[src/rtl/gate_freq_counter.sv]
// gate_freq_counter: counts sig_in rising edges between gate strobes,
// reports a saturating count with a valid pulse, and watches for a lost gate.
module gate_freq_counter #(
  parameter int CNT_W        = 28,
  parameter int SYNC_STAGES  = 2,
  parameter int GATE_TIMEOUT = 28'd134217727
) (
  input  logic             clk,
  input  logic             rst_n,
  input  logic             gate,
  input  logic             sig_in,
  input  logic             enable,
  output logic [CNT_W-1:0] freq,
  output logic             freq_valid,
  output logic             overflow,
  output logic             gate_lost
);

  localparam int WD_W = $clog2(GATE_TIMEOUT + 1);
  localparam logic [WD_W-1:0] WD_MAX = WD_W'(GATE_TIMEOUT);
  localparam logic [WD_W-1:0] WD_PRE = WD_W'(GATE_TIMEOUT - 1);

  typedef enum logic [1:0] {
    IDLE,
    ARM,
    MEASURE
  } state_t;

  state_t state_q, state_d;

  logic [SYNC_STAGES-1:0] sync_q;
  logic sig_prev_q;
  logic gate_s_q, gate_q;
  logic sig_edge, gate_edge;

  logic [CNT_W-1:0] cnt_q, cnt_d;
  logic [CNT_W-1:0] cnt_inc, cnt_sat;
  logic carry;
  logic sat_q, sat_d;

  logic [WD_W-1:0] wd_q, wd_d;

  logic [CNT_W-1:0] freq_d;
  logic ovf_d, valid_d, lost_d;

  assign sig_edge  = sync_q[SYNC_STAGES-1] & ~sig_prev_q;
  assign gate_edge = gate_s_q & ~gate_q;

  assign {carry, cnt_inc} = {1'b0, cnt_q}
                          + (CNT_W+1)'(sig_edge);
  assign cnt_sat = carry ? '1 : cnt_inc;

  // Synchronise sig_in and register gate for edge detection
  always_ff @(posedge clk or negedge rst_n) begin
    if (!rst_n) begin
      sync_q     <= '0;
      sig_prev_q <= 1'b0;
      gate_s_q   <= 1'b0;
      gate_q     <= 1'b0;
    end else begin
      sync_q     <= {sync_q[SYNC_STAGES-2:0], sig_in};
      sig_prev_q <= sync_q[SYNC_STAGES-1];
      gate_s_q   <= gate;
      gate_q     <= gate_s_q;
    end
  end

  // State, counters and published results
  always_ff @(posedge clk or negedge rst_n) begin
    if (!rst_n) begin
      state_q    <= IDLE;
      cnt_q      <= '0;
      sat_q      <= 1'b0;
      wd_q       <= '0;
      freq       <= '0;
      overflow   <= 1'b0;
      freq_valid <= 1'b0;
      gate_lost  <= 1'b0;
    end else begin
      state_q    <= state_d;
      cnt_q      <= cnt_d;
      sat_q      <= sat_d;
      wd_q       <= wd_d;
      freq       <= freq_d;
      overflow   <= ovf_d;
      freq_valid <= valid_d;
      gate_lost  <= lost_d;
    end
  end

  // Next-state: window open/close, saturation and watchdog expiry
  always_comb begin
    state_d = state_q;
    cnt_d   = cnt_q;
    sat_d   = sat_q;
    wd_d    = wd_q;
    freq_d  = freq;
    ovf_d   = overflow;
    valid_d = 1'b0;
    lost_d  = gate_lost;
    if (!enable) begin
      state_d = IDLE;
      cnt_d   = '0;
      sat_d   = 1'b0;
      wd_d    = '0;
      lost_d  = 1'b0;
    end else begin
      unique case (state_q)
        IDLE: begin
          state_d = ARM;
          cnt_d   = '0;
          sat_d   = 1'b0;
          wd_d    = '0;
        end
        ARM: begin
          cnt_d = '0;
          sat_d = 1'b0;
          if (gate_edge) begin
            state_d = MEASURE;
            wd_d    = '0;
            lost_d  = 1'b0;
          end else if (wd_q != WD_MAX) begin
            wd_d = wd_q + WD_W'(1);
            if (wd_q == WD_PRE) lost_d = 1'b1;
          end
        end
        MEASURE: begin
          if (gate_edge) begin
            freq_d  = cnt_sat;
            ovf_d   = sat_q | carry;
            valid_d = 1'b1;
            cnt_d   = '0;
            sat_d   = 1'b0;
            wd_d    = '0;
            lost_d  = 1'b0;
          end else if (wd_q == WD_PRE) begin
            state_d = ARM;
            wd_d    = WD_MAX;
            lost_d  = 1'b1;
            cnt_d   = '0;
            sat_d   = 1'b0;
          end else begin
            wd_d  = wd_q + WD_W'(1);
            cnt_d = cnt_sat;
            sat_d = sat_q | carry;
          end
        end
        default: state_d = IDLE;
      endcase
    end
  end

endmodule

[config.mk]
export PLATFORM = sky130hd
export DESIGN_NAME = gate_freq_counter
export DESIGN_NICKNAME = d
export VERILOG_FILES = /design/src/rtl/gate_freq_counter.sv
export SDC_FILE = /design/constraint.sdc
export NUM_CORES = 1
export LEC_CHECK = 0
export ABC_CLOCK_PERIOD_IN_PS = 4700
export BUFFER_PORTS_ARGS = -buffer_cell sky130_fd_sc_hd__buf_2
export CAP_MARGIN = 20
export CORE_MARGIN = 3
export CORE_UTILIZATION = 53
export CTS_BUF_LIST = sky130_fd_sc_hd__clkbuf_4
export DETAILED_ROUTE_END_ITERATION = 8
export GPL_ROUTABILITY_DRIVEN = 0
export PLACE_DENSITY = 0.68
export SYNTH_ARGS = -nofsm -noshare
export SYNTH_HDL_FRONTEND = slang
export SYNTH_SLANG_ARGS = --single-unit
[constraint.sdc]
create_clock -name clk -period 4.7 [get_ports clk]
set_clock_uncertainty 0.2 [all_clocks]
set_input_delay 0.94 -clock clk [delete_from_list [all_inputs] [get_ports clk]]
set_output_delay 0.94 -clock clk [all_outputs]
set_load 0.005 [all_outputs]
======== After elaboration in Yosys (flattened, before gate mapping) ========
Index checks and enable logic that the tools add are counted.
operators by class
  shift operators ......................... 0
  div/mod/pow operators ................... 0
  $add $sub $neg .......................... 2
  order comparisons ....................... 0
  multiplexer cells ....................... 29
  multiply operators ...................... 0
  eq/ne operators ......................... 11
  bitwise logic cells ..................... 5
  reduce and logical (&&, ||, !) cells .... 6
operators by type and width
  cell                     count
  $mux W27                 5
  $mux W28                 4
  $pmux W27 S3             1
  $pmux W28 S2             1
  $add A28 B1 Y29          1
  $add A27 B1 Y27 const B  1
  $eq A27 B27 Y1 const B   1
  $ne A27 B27 Y1 const B   1
  $mux W1                  11
  $ne A3 B3 Y1 const B     3
  $mux W2                  4
  $pmux W2 S3              1
  $reduce_and A3 Y1        2
  $ne A4 B1 Y1 const B     1
  $ne A4 B4 Y1 const B     1
  $pmux W1 S2              2
  $reduce_and A2 Y1        2
  $ne A3 B1 Y1 const B     1
  $ne A3 B2 Y1 const B     1
  $and A1 B1 Y1            2
  $eq A2 B1 Y1 const B     1
  $eq A2 B2 Y1 const B     1
  $logic_not A2 Y1         1
  $not A1 Y1               2
  2 further kinds          2
storage, ports and cells
  bits in registers ....................... 94
  RAM bits ................................ 0
  input port bits ......................... 5
  bits in latches ......................... 0
  output and inout bits ................... 31
  memory bits (read-only) ................. 0
  memories kept ........................... 0
  word-level logic and storage cells ...... 65

======== Longest topological paths before layout ========
  depth in word-level cells ............... 8
  mapped depth ............................ 10
  gate-level depth less buffers ........... 9

======== Worst setup path after synthesis ========
Ideal clock, no wire load.
  kind .................................... input port to flip-flop
  from .................................... in enable
  to ...................................... reg cnt_q[19]
  setup slack ............................. 2.035 ns
  cell stages on the path ................. 6
  library setup time ...................... 0.082 ns
  path buffers ............................ 3
  data arrival time ....................... 2.382 ns
  data required time ...................... 4.418 ns
  cell sequence ........................... clkbuf_1 nor4b_1 clkbuf_1 clkbuf_1 nor2_1 o22ai_1
on the way
  cells in the longest elaborated chain, start to end .. 1
  elaborated cells on any way between the ends .. 2
  those cells by class .................... 1 x eq/ne; 1 x mux
RTL lines
  element                                                    line  source
  from (decl)                                                12    input logic enable,
  $ne A3 B2 Y1 (no line) / $mux W28 (equally long branches)  n/a
  to (signal assigned)                                       81    cnt_q <= cnt_d;
  to (decl)                                                  36    logic [CNT_W-1:0] cnt_q, cnt_d;
Several ways; a longest one is shown, not always the timed one.
A chain may end at the register's enable or synchronous reset.

======== Final worst setup path ========
  from .................................... reg wd_q[4]
  to ...................................... reg wd_q[23]
on the way
  cells in the longest elaborated chain, start to end .. 5
  elaborated cells on any way between the ends .. 11
  those cells by class .................... 1 x add/sub; 3 x eq/ne; 6 x mux; 1 x reduce/logical
RTL lines
  element                                                   line           source
  from (decl)                                               41             logic [WD_W-1:0] wd_q, wd_d;
  from (signal assigned)                                    83             wd_q <= wd_d;
  $add A27 B1 Y27 / $eq A27 B27 Y1 (equally long branches)  123, 143, 136
  $mux W27, on equally long branches                        136, 122
  $mux W27, on equally long branches                        128, 118
  $pmux W27 S3                                              108            unique case (state_q)
  $mux W27                                                  101            if (!enable) begin
Several ways; a longest one is shown, not always the timed one. The select of a mux whose other input is x is not followed.

==> results_dict.tcl <==
set metrics [dict create \
    timing.final.crit_share_pct 62.4 \
    synthTopCellsByArea "dfrtp_1 45%, a21oi_1 6.8%, o21ai_0 5.6%, nor2_1 3.9%, nand2_1 3.6%" \
    final_cell_mix "94 x dfrtp_1, 72 x a21oi_1, 59 x o21ai_0" \
    synth_top_area_share_pct 44.6 \
    grt_overflow 0 \
    antenna_found_initial 0 \
    grt_start_max_net_pins 64 \
    vias_per_cell 6.06 \
    synth_top_cell_by_area "dfrtp_1" \
    postRouteAntennaNets 0 \
    async_flop_share_pct 100 \
    ir_drop_mv 0.194 \
    ys_seq_area_share_pct 44.6 \
    relSlewSlack_pct 45.2 \
    synth_nets 612 \
    cp.required_ps 4850 \
    slowest_stage "a41o_1" \
    floorplan.initialDensity_pct 55.7 \
    num_rows 35 \
    drt-pass1-iter-count 5 \
    drt_iter0_markers 236 \
    max_freq_mhz 341 \
    crit_chain "and4_1 > and4_1 > and3_1 > a41o_1 > a21oi_1 > o22a_1" \
    avgSynthCellArea_sq_um 8.82 \
    core_sq_um 9460 \
    dp.cells 724 \
    start_kind "register" \
    clock_latency_ps 470 \
    syn_inst 598 \
    vias 4495 \
    cts_buffer_depth 2 \
    nets 622 \
    whs_ps 188 \
    die_h_um 106 \
    endpoint_kind "register" \
    root_buffer "clkbuf_4" \
    grt.total_usage_pct 22.7 \
    die_area_sq_um 11200 \
    cap_violations 0 \
    yosys_warnings 0 \
    hold_viol 0 \
    power_density_nw_per_um2 334 \
    tritoncts "done" \
    period_needed_ps 2930 \
    grt_pass1_wl_um 20900 \
    ys_seq_elements 94 \
    cts_resized 0 \
    min-delay-path-class "register to register" \
    setup_violations 0 \
    synth_cell_types 60 \
    worst_slew_pin_slew_ps 822 \
    fin_tns_setup_ps 0 \
    total_power_mw 1.86 \
    die_w_um 106 \
    final.fill_count 893 \
    final_common_cell "dfrtp_1" \
    synth_area_sq_um 5270 \
    crit_arrival_ps 3080 \
    routed_wl_um 12200 \
    dp_worst_setup_slack_ps 1680 \
    critPathKind "register to register" \
    diodes 0 \
    status "finished clean" \
    ys.flop_type "dfrtp_1" \
    cts.reportedPaths.clkPinSlew_ps 150 \
    dp_hpwl_um 8270 \
    cp_slowest_stage_delay_ps 690 \
    area_growth_pct 5.60 \
    numCtsBuffers 9 \
    cts_max_level 3 \
    drive_gt1_share_pct 12.4 \
    drc 0 \
    slew_viol_final 0 \
    path_common_cell "and4_1" \
    critical_path.max_fanout 20 \
    io_pins 36 \
    rsz0062_at_grt "no" \
    clock_sinks 94 \
    postCtsHoldBufs 0 \
    leakagePower_nw 2.49 \
    routedWlPerCell_um 16.4 \
    fin_cells 742 \
    portBuffers 35 \
    fin_ws_ps 1770 \
    synth_edf_count 0 \
    cts_setup_buffers 0 \
    grt_pass1_vias 4281 \
]
power by group:
part	internal [mW]	switching [mW]
Combinational	0.200	0.299
Sequential	0.908	0.0510
Clock	0.109	0.294
cells by family after synthesis:
group                    after synthesis  synth area share [%]
buffers and inverters                 60                  5.43
XOR/XNOR                              20                  3.32
flip-flops                            94                  44.6
AND/OR/NAND/NOR                      212                  21.3
adder cells (fa/ha/maj)                9                  2.14
multiplexers                           2                 0.380
AO/OA/AOI/OAI                        201                  22.8
synthesized netlist by cell type (6+ instances only):
master / n
o21ai_0: 59
and2_1: 6
nand2_1: 50
o22a_1: 7
inv_1: 18
nand3_1: 22
ha_1: 9
buf_2: 15
nand4_1: 16
xor2_1: 6
o21ai_2: 6
a31oi_1: 17
a21oi_1: 72
and4_1: 12
xnor2_1: 14
o31ai_1: 7
nor3_1: 8
dfrtp_1: 94
nor2_1: 55
clkbuf_1: 17
and3_1: 14
per-layer routing:
metal  up-vias  global-route usage (%)  part of all wire (%)
met4         0                    6.29                   1.2
li1       2190                       -                     -
met1      2167                    29.7                    45
met3        14                    3.67                   4.7
met2       124                    39.2                    49
met5         -                       0                     0
path summary, 6_finish.rpt:
path / start / end / slack (ps) / depth (start not counted)
max: wd_q[4] / wd_q[23] / 1770 / 6
min: sync_q[1] / sig_prev_q / 190 / 0
max reg2reg: wd_q[4] / wd_q[23] / 1770 / 6
min reg2reg: sync_q[1] / sig_prev_q / 190 / 0
max in group asynchronous: rst_n / cnt_q[20] / 3050 / 2
min in group asynchronous: rst_n / freq[2] / 330 / 1
layout make-up:
type / count / area (sq um) / share of cell area, %
Clock buffer: 9 / 67.6 / 1.21
Clock inverter: 7 / 48.8 / 0.876
Inverter: 19 / 71.3 / 1.28
Multi-Input combinational cell: 444 / 2640 / 47.4
Sequential cell: 94 / 2350 / 42.2
Tap cell: 129 / 161 / 2.90
Timing Repair Buffer: 40 / 226 / 4.07
state kept, by name, summed over array words and instances (netlist names), 2 cells and up:
signal / count
cnt_q: 28
freq: 28
state_q: 2
sync_q: 2
wd_q: 27
metrics by stage:
| stage | util (%) | cell area (sq um) |
|---|---|---|
| final | 58.9 | 5570 |
| after floorplan | - | 5270 |
| after detailed placement | 57.4 | 5430 |
| after CTS | 58.6 | 5540 |
| after global placement | 57.4 | 5430 |
| after global routing | 58.9 | 5570 |
worst max-delay path, delay by kind of cell (launching register included):
family,cells,cell delay (ps)
flops,1,490
compound gates,3,1010
simple gates,3,1140
No activity file was read; power rests on OpenSTA's default activity.
